**src/rtl/pzqhb_pkg.sv**
```systemverilog
// rtl/pzqhb_pkg.sv - shared types and constants for the pzqhb byte link
package pzqhb_pkg;

  typedef logic [7:0] byte_t;

  typedef enum logic [2:0] {IDLE, LEN, DATA, CHK, HOLD} rx_state_t;

  typedef enum logic [1:0] {ERR_NONE, ERR_LEN, ERR_CSUM, ERR_TMO} rx_err_t;

  localparam byte_t SOF_DEFAULT = 8'hA5;

  // A LEN byte is usable when it names between 1 and max_len payload bytes.
  function automatic logic len_ok(input byte_t b, input int unsigned max_len);
    return (b != 8'd0) && (32'(b) <= max_len);
  endfunction

endpackage

```
**src/rtl/pzqhb_rx_wdog.sv**
```systemverilog
// rtl/pzqhb_rx_wdog.sv - idle-cycle watchdog for the pzqhb receiver
module pzqhb_rx_wdog #(
  parameter int unsigned TIMEOUT = 255
) (
  input  logic clk,
  input  logic rst,
  input  logic clear,
  input  logic enable,
  output logic expire
);

  localparam int CW = (TIMEOUT > 1) ? $clog2(TIMEOUT) : 1;

  logic [CW-1:0] cnt;

  // Expiry is seen in the same cycle the count would reach TIMEOUT; a clear in that cycle suppresses it.
  assign expire = enable & ~clear & (cnt == CW'(TIMEOUT - 1));

  always_ff @(posedge clk) begin
    if (rst || clear || !enable || expire) begin
      cnt <= '0;
    end else begin
      cnt <= cnt + CW'(1);
    end
  end

endmodule

```
**src/rtl/pzqhb_rx.sv**
```systemverilog
// rtl/pzqhb_rx.sv - pzqhb frame receiver: SOF | LEN | payload | XOR checksum
module pzqhb_rx
  import pzqhb_pkg::*;
#(
  parameter int unsigned MAX_LEN  = 16,
  parameter byte_t       SOF_BYTE = SOF_DEFAULT,
  parameter int unsigned TIMEOUT  = 255
) (
  input  logic                         clk,
  input  logic                         rst,
  input  logic [1:1][2:3][4:4][1:4]    rx_data,
  input  logic                         rx_valid,
  output logic                         rx_ready,
  output logic [MAX_LEN-1:0][7:0]      frame_data,
  output logic [7:0]                   frame_len,
  output logic                         frame_valid,
  input  logic                         frame_ready,
  output logic                         err_valid,
  output logic [1:0]                   err_code,
  output logic [15:0]                  frame_cnt
);

  localparam int IW = (MAX_LEN > 1) ? $clog2(MAX_LEN) : 1;

  rx_state_t     state;
  byte_t         rx_byte;
  byte_t         len_q;
  byte_t         xacc;
  logic [IW-1:0] idx;
  logic          beat;
  logic          tmo_en;
  logic          expire;
  logic          last_byte;

  assign rx_byte   = rx_data;
  assign rx_ready  = (state != HOLD);
  assign beat      = rx_valid & rx_ready;
  assign tmo_en    = (state == LEN) || (state == DATA) || (state == CHK);
  assign last_byte = (8'(idx) == (len_q - 8'd1));

  pzqhb_rx_wdog #(
    .TIMEOUT (TIMEOUT)
  ) u_wdog (
    .clk    (clk),
    .rst    (rst),
    .clear  (beat),
    .enable (tmo_en),
    .expire (expire)
  );

  always_ff @(posedge clk) begin
    if (rst) begin
      state       <= IDLE;
      len_q       <= '0;
      xacc        <= '0;
      idx         <= '0;
      frame_data  <= '0;
      frame_len   <= '0;
      frame_valid <= 1'b0;
      err_valid   <= 1'b0;
      err_code    <= ERR_NONE;
      frame_cnt   <= '0;
    end else begin
      err_valid <= 1'b0;
      case (state)
        IDLE: begin
          if (beat && (rx_byte == SOF_BYTE)) begin
            state <= LEN;
          end
        end

        LEN: begin
          if (beat) begin
            if (len_ok(rx_byte, MAX_LEN)) begin
              len_q      <= rx_byte;
              xacc       <= '0;
              idx        <= '0;
              frame_data <= '0;
              state      <= DATA;
            end else begin
              err_valid <= 1'b1;
              err_code  <= ERR_LEN;
              state     <= IDLE;
            end
          end else if (expire) begin
            err_valid <= 1'b1;
            err_code  <= ERR_TMO;
            state     <= IDLE;
          end
        end

        // SOF_BYTE arriving here is ordinary payload; there is no resync mid-frame.
        DATA: begin
          if (beat) begin
            frame_data[idx] <= rx_byte;
            xacc            <= xacc ^ rx_byte;
            idx             <= idx + IW'(1);
            if (last_byte) begin
              state <= CHK;
            end
          end else if (expire) begin
            err_valid <= 1'b1;
            err_code  <= ERR_TMO;
            state     <= IDLE;
          end
        end

        CHK: begin
          if (beat) begin
            if (rx_byte == xacc) begin
              frame_len   <= len_q;
              frame_valid <= 1'b1;
              state       <= HOLD;
            end else begin
              err_valid <= 1'b1;
              err_code  <= ERR_CSUM;
              state     <= IDLE;
            end
          end else if (expire) begin
            err_valid <= 1'b1;
            err_code  <= ERR_TMO;
            state     <= IDLE;
          end
        end

        HOLD: begin
          if (frame_ready) begin
            frame_valid <= 1'b0;
            frame_cnt   <= frame_cnt + 16'd1;
            state       <= IDLE;
          end
        end

        default: state <= IDLE;
      endcase
    end
  end

endmodule

```
**config.mk**
```make
export PLATFORM = sky130hd
export DESIGN_NAME = pzqhb_rx
export DESIGN_NICKNAME = d
export VERILOG_FILES = /design/src/rtl/pzqhb_pkg.sv /design/src/rtl/pzqhb_rx_wdog.sv /design/src/rtl/pzqhb_rx.sv
export SDC_FILE = /design/constraint.sdc
export NUM_CORES = 1
export LEC_CHECK = 0
export CORE_MARGIN = 4
export CORE_UTILIZATION = 53
export CTS_CLUSTER_SIZE = 14
export DETAILED_ROUTE_END_ITERATION = 12
export PLACE_DENSITY = 0.9
export SYNTH_ARGS = -nofsm -noshare
export SYNTH_HDL_FRONTEND = slang
export SYNTH_SLANG_ARGS = --single-unit
```
**constraint.sdc**
```tcl
create_clock -name clk -period 4.1 [get_ports clk]
set_input_delay 0.41 -clock clk [delete_from_list [all_inputs] [get_ports clk]]
set_output_delay 0.41 -clock clk [all_outputs]
set_load 0.02 [all_outputs]
```
# Word-level counts from Yosys, hierarchy flattened
# Index checks and enable logic that the tools add are counted.
[classes]
n_addsub = 4
order_cmp = 3
eq_ne = 20
n_mux = 43
bitwise = 5
reduce_logical = 21
[op_table]
columns = ["op", "n"]
rows = [
  ["$mux W128", 3],
  ["$pmux W128 S2", 1],
  ["$bwmux W128", 1],
  ["$demux W8 S4", 1],
  ["$mux W8", 4],
  ["$mux W3", 8],
  ["$add A16 B1 Y16 const B", 1],
  ["$eq A8 B8 Y1 const B", 2],
  ["$pmux W8 S2", 1],
  ["$pmux W3 S5", 1],
  ["$mux W2", 7],
  ["$mux W4", 3],
  ["$ne A2 B2 Y1 const B", 6],
  ["$ne A3 B3 Y1 const B", 4],
  ["$reduce_and A4 Y1", 3],
  ["$mux W1", 9],
  ["$reduce_and A3 Y1", 3],
  ["$add A8 B1 Y8 const B", 1],
  ["$eq A4 B8 Y1", 1],
  ["$eq A8 B8 Y1", 1],
  ["$le A8 B5 Y1 const B", 1],
  ["$pmux W4 S2", 1],
  ["$reduce_bool A8 Y1", 1],
  ["$sub A8 B1 Y8 const B", 1],
  ["20 further kinds", 31],
]
[word_totals]
register_bits = 187
in_bits = 12
out_inout_bits = 157
wordCells = 122

# Logic depth before layout (Yosys ltp)
[logic_depth]
ltp_word = 8
depth_mapped = 8

# Cells and area by module
# From an unflattened synthesis, not the netlist that was laid out.
[hier_totals]
hier_cells = 685
area_unflattened_um2 = 7204.4
[modules_own_cells]
columns = ["mod", "instances", "cells_each", "area_each_um2"]
rows = [
  ["pzqhb_rx", 1, 641, 6805.3],
  ["pzqhb_rx_wdog", 1, 44, 399.1],
]

# Worst setup path after synthesis
# No wires, ideal clock.
[synth_path]
kind = "input port to flip-flop"
start = "in rx_data[1] (netlist name)"
end = "reg err_code[1]"
setup_time_ns = 0.079
t_arrival_ns = 1.983
setup_slack_ns = 2.037
cell_stages = 7
n_path_buf = 2
cell_sequence = "buf_4 > nor4_4 > mux2i_2 > o21bai_2 > buf_6 > a2111o_1 > a211oi_2"
[synth_via]
elab_chain_cells = 4
word_cells_on_any_way = 7
cone_classes = "order compare: 1; eq/ne: 3; reduce/logical: 3"
[synth_lines]
columns = ["element", "line", "text"]
rows = [
  ["from (decl)", "pzqhb_rx.sv:11", "input logic [1:1][2:3][4:4][1:4] rx_data,"],
  ["$le A8 B5 Y1 / $reduce_bool A8 Y1 (equally long branches)", "pzqhb_pkg.sv:14", "return (b != 8'd0) && (32'(b) <= max_len);"],
  ["$logic_and A1 B1 Y1", "pzqhb_pkg.sv:14", ""],
  ["$ne A3 B3 Y1 (no source line)", "n/a", ""],
  ["$reduce_and A4 Y1 (no source line) *", "n/a", ""],
  ["to (signal assigned)", "pzqhb_rx.sv:61", "err_code <= ERR_NONE;"],
  ["to (signal assigned)", "pzqhb_rx.sv:82", "err_code <= ERR_LEN;"],
  ["to (signal assigned)", "pzqhb_rx.sv:87", "err_code <= ERR_TMO;"],
  ["to (decl)", "pzqhb_rx.sv:19", "output logic [1:0] err_code,"],
]
# Every way passes the cells marked *; elsewhere a longest branch is shown, timed or not.
# A chain may end at the register's enable or synchronous reset.

# Final worst setup path
[layout_path]
start = "in rx_data[4] (netlist name)"
end = "reg frame_data[36] (netlist name)"
[layout_via]
elab_chain_cells = 4
word_cells_on_any_way = 8
cone_classes = "order compare: 1; eq/ne: 1; mux: 3; reduce/logical: 3"
[layout_lines]
columns = ["element", "line", "text"]
rows = [
  ["$le A8 B5 Y1 / $reduce_bool A8 Y1 (equally long branches)", "pzqhb_pkg.sv:14", ""],
  ["$logic_and A1 B1 Y1", "pzqhb_pkg.sv:14", ""],
  ["$ne A2 B1 Y1 (no source line)", "n/a", ""],
  ["$reduce_and A4 Y1 (no source line)", "n/a", ""],
  ["to (signal, indexed assignment)", "pzqhb_rx.sv:95", "frame_data[idx] <= rx_byte;"],
  ["to (decl)", "pzqhb_rx.sv:14", "output logic [MAX_LEN-1:0][7:0] frame_data,"],
]
# Several ways; a longest one is shown, not always the timed one. The select of a mux whose other input is x is not followed.

==> results.yml <==
outcome:
  outcome: "finished, final reports clean"
synthesis:
  yosysMostFrequentCell: "dfxtp_1"
  avgSynthCellArea_um2: 10.5
  ys_warn_count: 0
  synthTopCellsByArea: "dfxtp_1 52%, o2bb2ai_1 15%, nand2_1 3.5%, xor2_1 2.9%, nor2_1 2.9%"
  synth_compound_area_share_pct: 22.5
  ys_ff_latch: 187
  synthDominantCellAreaShare_pct: 52.4
  synth_top_area_cell: "dfxtp_1"
  synthTopCellsByCount: "187 x dfxtp_1, 120 x o2bb2ai_1, 66 x nand2_1, 55 x nor2_1, 24 x xor2_1"
  synth_nets: 703
  yosysSeqAreaShare_pct: 52.4
  async_flop_share_pct: 0
  synth_xor_area_share_pct: 4.29
  ys.flop_type: "dfxtp_1"
  yosys.area_share.simple_pct: 13.6
  muxShareOfSynthArea_pct: 2.29
  synth_area_um2: 7140
  syn_inst: 683
  synth.distinct_cells: 57
  synth_edf_count: 0
  synthAdderAreaFrac_pct: 1.40
  synth_top_family_by_area: "compound AO/OA/AOI/OAI gates"
cells_and_area:
  syn_to_final_growth_pct: 31.8
  finalNetCount: 850
  n_fill_cell: 965
  insertedDiodeCount: 0
  drive_gt1_share_pct: 7.24
timing:
  period_share_pct: 69.2
  final_max_slew_viol_count: 0
  min_period_ns: 2.84
  worstMarginPinSlew_ns: 1.10
  tns_ns: 0
  rsz0062_at_grt: "no"
  maxSlewHeadroom_pct: 26.5
  timing.final.hold_violations: 0
  setup_violations: 0
  skew_ns: 0.00989
  fmax_ghz: 0.352
global_routing:
  antenna_found_initial: 0
  grt_pass1_vias: 5766
  track_usage_pct: 25.5
  overflow: 0
  grt_pass1_wl_mm: 30.6
  grt_max_degree: 46
power_and_ir_drop:
  power.total_mw: 3.48
  peakVddDrop_uv: 245
  power_leakage_nw: 3.10
  power.density_nw_per_um2: 370
detailed_routing:
  firstDrtPassIters: 4
  vias: 5967
  ant_nets: 0
  drc: 0
  wl_mm: 19.5
  drt_iter0_drc: 482
  wl_per_cell_um: 19.2
  avgViaCountPerCell: 5.86
floorplanning:
  pin_count: 169
  die_w_um: 124
  initial_core_util_pct: 53.9
  coreArea_um2: 13200
  die-area_um2: 15400
  rows: 42
  die_height_um: 124
clock_tree:
  cts-root-buf: "clkbuf_16"
  cts_buffers: 17
  clkSlewWorstSetupHoldPaths_ns: 0.07
  post_cts.repair.setup_buffers: 0
  clock_sinks: 187
  cts_tree: "done"
  cts_resized: 0
  clkLatencyLatePin_ns: 0.43
  clockBufferDepth: 2
  cts_hold_buffers: 0
  h-tree-depth: 4
critical_path:
  worstSetupEndpointType: "register"
  r2r_end: "frame_data[36]"
  arrival_ns: 3.16
  path_class: "in2reg"
  reg2regPathDepth: 5
  critPathRequiredTime_ns: 4.42
  timing.rr.start: "state[0]"
  r2r_setup_slack_ns: 1.44
  start_kind: "primary input"
  crit_fanout: 20
placement:
  portBuffers: 168
  gp_congestion: 0.864
  dp_hpwl_mm: 13.1
flow_run:
  drv_cap: 0
hold_path:
  hold_class: "reg2reg"
  holdPathEnd: "frame_data[3]"
  min_from: "frame_data[3]"
  hold_depth: 1
[critical path, cell delays in order]
cell and delay, ns:
clkdlybuf4s50_1 0.69, nor4b_1 0.33, mux2i_2 0.19, o21bai_4 0.78, a21oi_1 0.40, a22o_1 0.34
[per-layer routing]
metal  GRT usage, %  share of wire, %  wire, um  vias to the layer above
li1               -                 -         -                     2785
met1           34.5                43      8440                     2864
met2           39.5                47      9120                      271
met3           5.72               7.5      1470                       47
met4           10.7               2.6       507                        0
met5              0                 0         0                        -
[worst max path at each step]
stage                     from             end  slack (ns)
floorplan           rx_data[1]     err_code[1]        2.04
global placement    rx_data[4]  frame_data[36]        0.93
detailed placement  rx_data[4]  frame_data[36]        0.87
CTS                 rx_data[4]  frame_data[36]        1.30
global route        rx_data[4]  frame_data[36]        1.14
finish              rx_data[4]  frame_data[36]        1.26
[where the power goes]
part | switching, mW | internal (mW) | leakage [nW]
Clock | 0.744 | 0.846 | 0.277
Combinational | 0.0548 | 0.0211 | 1.32
Sequential | 0.0000642 | 1.81 | 1.51
Total | 0.799 | 2.68 | 3.10
[cell families (layout without fill, tap and decap cells)]
logic type | after synthesis | in the layout
and+or+nand+nor | 199 | 199
AOI/OAI and AO/OA | 187 | 187
DFF | 187 | 187
muxes | 16 | 16
buffers and inverters | 51 | 211
adders and majority gates | 8 | 8
xor gates and xnor gates | 35 | 35
[registers in the layout (all words and copies together) (netlist names)]
name / cells
frame_data: 128
frame_cnt: 16
frame_len: 8
len_q: 8
u_wdog.cnt: 8
xacc: 8
idx: 4
state: 3
err_code: 2
err_valid: 1
frame_valid: 1
[area by class of cell]
type                    instances  area [um2]  share of cell area (%)
flip-flops and latches        187        3740                    39.8
multi-input cells             445        3160                    33.6
repair buffers                170        1690                    18.0
clock buffers                  21         470                    5.00
well taps                     176         220                    2.34
clock inverters                11        97.6                    1.04
inverters                       9        33.8                   0.359
[cell usage in the layout, fill, tap and decap left out, types with 4 or more instances in the layout]
cell type / n
a21oi_1: 15
a21oi_2: 6
a21oi_4: 9
a22o_1: 8
and2_1: 5
and3_1: 5
clkbuf_16: 17
clkdlybuf4s50_1: 167
dfxtp_1: 187
ha_1: 8
inv_1: 9
inv_6: 4
mux2i_1: 15
nand2_1: 66
nand3_1: 10
nand4_1: 7
nor2_1: 55
nor2b_1: 7
nor3_1: 17
nor4_1: 5
o21ai_0: 13
o2bb2ai_1: 120
xnor2_1: 11
xor2_1: 24
[stage by stage]
stage | setup WS (ns) | hold slack (ns) | instances | utilization, % | area [um2]
floorplan | 2.04 | 0.453 | 683 | - | 7140
global placement | 0.929 | 0.444 | 987 | 66.8 | 8850
detailed placement | 0.867 | 0.445 | 987 | 66.8 | 8850
CTS | 1.30 | 0.467 | 1019 | 71.1 | 9420
global route | 1.14 | 0.478 | 1019 | 71.1 | 9420
finish | 1.26 | 0.462 | 1019 | 71.1 | 9420
Note: power is estimated with default switching activity, not from simulation.
==> variant 1: new RTL, same flow settings <==
The 5 states of `rx_state_t` get a one-hot encoding in 5 bits.
--- a/src/rtl/pzqhb_pkg.sv
+++ b/src/rtl/pzqhb_pkg.sv
@@ -5,3 +5,3 @@
 
-  typedef enum logic [2:0] {IDLE, LEN, DATA, CHK, HOLD} rx_state_t;
+  typedef enum logic [4:0] {IDLE = 5'b00001, LEN = 5'b00010, DATA = 5'b00100, CHK = 5'b01000, HOLD = 5'b10000} rx_state_t;
 
Function: no difference found for any inputs over 4 cycles, from zero or initial values and one cycle with rst high; so few cycles prove little.
==> variant 1 against the original RTL <==
Register-to-register slack worse by 320 ps. Final cell count is 3.0% higher. Sequential cell count is 2 higher. Area after synthesis is 1.9% higher. Fmax is 4.9% lower. Wire length is 1.9% higher. Worst setup slack worse by 150 ps. Final area is 2.3% higher. Critical path type is now reg -> reg. Largest cell class unchanged.
Power is not compared: it rests on default switching activity, and its combinational part moved more than twofold at a synthesized area within 25%.
==> variant 1: results <==
[outcome]
outcome = "completed"

[detailed_routing]
first_drt_pass_iteration_count = 7
detailroute.via_count = 6138
avgRoutedWirePerCell_um = 18.9
drt_iter0_markers = 565

[layout]
antennaDiodeCount = 0
area.sequential_mm2 = 0.00378
biggestRegsByFlops = "frame_data: 128 flops, frame_cnt: 16 flops"
drive_gt1_share_pct = 7.55
signal_buffer_area_fraction_pct = 18.3
design_area_mm2 = 0.00963
clock_cell_share_of_area_pct = 5.82
max_reg_flops = 128
multiInputGateArea_mm2 = 0.00324
inv_count = 17
filler_cell_count = 952
nFlopsAndLatches = 189
multi_input_gates = 457
nets = 881
finish.cell_count_without_fillers = 1050
buffers_excl_clock = 179

[placed_design]
place_hpwl_mm = 13.5
post-place-cells = 1018
preCtsSetupSlack_ps = 1100
gp_congestion = 0.855
placement.cell_area_mm2 = 0.00907

[clock_tree]
worst_setup_hold_path_clk_slew_ps = 70
clockRootBuffer = "sky130_fd_sc_hd__clkbuf_16"
clock_latency_ps = 430
cts-resized-gates = 0
postCtsSetupRepairBufs = 0
cts-root-to-sink-buffers = 2

[global_routing]
track_usage_pct = 25.2
grt_antenna_before_repair = 0
first_pass_grt_wire_length_mm = 32.5
grt_max_degree = 52
grt_pass1_vias = 6155

[yosys]
seq_area_frac_synth_pct = 52.0
mux_share_of_post_synthesis_cell_area_pct = 1.51
asyncSetResetFlopFracSynth_pct = 0
synth_top_cells_by_area = "sky130_fd_sc_hd__dfxtp_1, sky130_fd_sc_hd__o2bb2ai_1, sky130_fd_sc_hd__nor2_1"
synthXorXnorAreaFrac_pct = 4.21
synth_nets = 725
yosys-top-cells-count = "sky130_fd_sc_hd__dfxtp_1, sky130_fd_sc_hd__o2bb2ai_1, sky130_fd_sc_hd__nor2_1, sky130_fd_sc_hd__nand2_1, sky130_fd_sc_hd__xor2_1"
yosys.area_share.adder_pct = 1.37
compound_gate_fraction_of_synth_area_pct = 23.0
syn_area_per_cell_um2 = 10.3

[sta]
tightest_slew_ps = 731
finalClockSkew_ps = 7.07

[critical_path]
peak_per_stage_delay_on_the_critical_path_ps = 660
crit_arrival_ps = 3310
timing.critical_path.max_delay_family = "simple AND/OR/NAND/NOR gates"
crit_slowest_cell = "sky130_fd_sc_hd__and2_1"
path_max_fanout = 19

[floorplan]
floorplan.die.width_um = 125

[pwr]
ir_drop_v = 0.000261
-- variant 1: power by group --
part	internal [mW]	switching (mW)	total, mW
sequential	1.84	0.0109	1.85
clock	0.862	0.714	1.58
combinational	0.0554	0.104	0.159
total	2.76	0.828	3.59
-- variant 1: path summary, 6_finish.rpt --
| check | from | endpoint | slack [ps] | depth (start not counted) |
|---|---|---|---|---|
| max | state[4] | xacc[4] | 1120 | 5 |
| min reg2reg | frame_data[98] | frame_data[98] | 460 | 1 |
| min | frame_data[98] | frame_data[98] | 460 | 1 |
| max reg2reg | state[4] | xacc[4] | 1120 | 5 |
-- variant 1: per-layer routing --
layer,track usage (%),wire length [µm],vias to the layer above
li1,-,-,2883
met1,33.5,8780,2968
met2,39.9,9230,258
met3,6.78,1560,29
met4,8.35,329,0
met5,0,0,-
==> variant 2: new RTL, same flow settings <==
Made on the original files. `MAX_LEN`: 16 -> 32.
--- a/src/rtl/pzqhb_rx.sv
+++ b/src/rtl/pzqhb_rx.sv
@@ -4,3 +4,3 @@
 #(
-  parameter int unsigned MAX_LEN  = 16,
+  parameter int unsigned MAX_LEN  = 32,
   parameter byte_t       SOF_BYTE = SOF_DEFAULT,
Interface: changed (resized frame_data); port bits go from 169 to 297. No check against the original RTL was run, so the function may have changed too.
==> variant 2 against the original RTL <==
Register-to-register slack worse by 90 ps. Final cell count grew 85%. Area after synthesis rose by 73%. Worst setup slack improved by 84 ps. Wire length increased by 100%. Count of clock-buffer cells in the layout grew 23. Final area up 77%. Sequential cell count is 129 higher. Synthesized cell count grew 90%. Power is 81% higher. Die area is 68% higher. Non-clock buffer count is 139 higher. Utilization grew 1.7 points. Critical path type is now reg -> reg. Critical endpoint is now frame_data[211].
==> variant 2: results <==
[yosys]
syn_area_per_cell_um2 = 9.52
synth_enable_flop_cells = 0
yosys-top-cells-count = "sky130_fd_sc_hd__dfxtp_1, sky130_fd_sc_hd__inv_1, sky130_fd_sc_hd__o32ai_1, sky130_fd_sc_hd__clkbuf_1"
netlist-cell-type-count = 48
synthXorXnorAreaFrac_pct = 2.54
compound_gate_fraction_of_synth_area_pct = 25.4
synth_nets = 1321
synth_top_cells_by_area = "sky130_fd_sc_hd__dfxtp_1, sky130_fd_sc_hd__o32ai_1, sky130_fd_sc_hd__inv_1"
yosys.area_share.adder_pct = 0.808
seq_area_frac_synth_pct = 51.1
mux_share_of_post_synthesis_cell_area_pct = 1.21

[layout]
biggestRegsByFlops = "frame_data: 256 flops, frame_cnt: 16 flops"
drive_gt1_share_pct = 7.59
nets = 1565

[critical_path]
crit_arrival_ps = 3150
path_max_fanout = 9
crit_slowest_cell = "sky130_fd_sc_hd__nor2b_1"

[detailed_routing]
first_drt_pass_iteration_count = 6
met3WireLength_mm = 3.19
drt-total-wl_mm = 39.9
met2RoutedLength_mm = 19.5
drt_iter0_markers = 1106
routedLengthMet1_mm = 15.5

[clock_tree]
cts_htree_levels = 2
cts-root-to-sink-buffers = 3
cts-buffers-inserted = 34
clock_latency_ps = 510

[pwr]
ir_drop_v = 0.000268
powerDensity_mw_per_mm2 = 378
p_leak_nw = 5.20
switching_power_mw = 1.32
relative_contribution_of_sequential_cells_to_total_power_pct = 48.8
power_frac_comb_pct = 1.3

[sta]
max-slew-margin-rel_pct = 28.1
finalClockSkew_ps = 15.9

[global_routing]
grt_max_degree = 127
grtUsageMet3_pct = 5.77
global_route.usage.met2_pct = 49.0
track_usage_pct = 29.3
grt_antenna_before_repair = 1
grt_pass1_vias = 11047
first_pass_grt_wire_length_mm = 61.4
grt_use_met1_pct = 36.4

[placed_design]
post-place-cells = 1822
buffer_ports.inserted = 296
place_hpwl_mm = 25.1
gp_congestion = 0.864
placement.cell_area_mm2 = 0.0155

[outcome]
outcome = "completed"

[hold_path]
hold_class = "in -> reg"
==> variant 2: changes by cell type after synthesis, sizes merged, moves of 58 or more <==
cell     delta
clkbuf     +59
a21oi      +58
inv       +255
dfxtp     +129
o2bb2ai   -120
o32ai     +256
==> variant 2: kinds of logic (layout without fill, tap and decap cells) <==
group                      after synthesis  count (layout)
DFF                                    316             316
xor gates and xnor gates                36              36
adders and majority gates                8               8
and+or+nand+nor                        190             190
other                                    0               1
muxes                                   15              15
buffers and inverters                  365             632
AOI/OAI and AO/OA                      371             371
==> variant 2: area by class of cell <==
| class | instances | area, µm² |
|---|---|---|
| clock inverter | 15 | 170 |
| inverter | 264 | 991 |
| timing repair buffer | 309 | 3080 |
| fill | 1574 | 6220 |
| multi-input combinational | 620 | 4690 |
| antenna | 1 | 2.50 |
| sequential | 316 | 6330 |
| clock buffer | 44 | 980 |
| tap | 313 | 392 |
==> variant 2: metrics by stage <==
stage               hold WS [ps]  util, %  worst slack, ps
floorplan                    430        -             2190
global placement             441     67.7             1170
detailed placement           452     67.7             1030
CTS                          409     72.8             1390
global route                 448     72.8             1230
finish                       430     72.8             1350
==> variant 2: worst paths after layout <==
| kind | start | to | slack, ps | cells after the start |
|---|---|---|---|---|
| max | idx[4] | frame_data[211] | 1350 | 4 |
| min | rst | frame_cnt[10] | 430 | 2 |
| min reg2reg | u_wdog.cnt[0] | u_wdog.cnt[0] | 470 | 1 |
| max reg2reg | idx[4] | frame_data[211] | 1350 | 4 |
==> variant 2: critical path, delay by kind of cell, from the launching register on <==
family / cells / cell delay [ps]
AND/OR/NAND/NOR: 3 / 1880
AO/OA/AOI/OAI: 1 / 260
flip-flops: 1 / 500
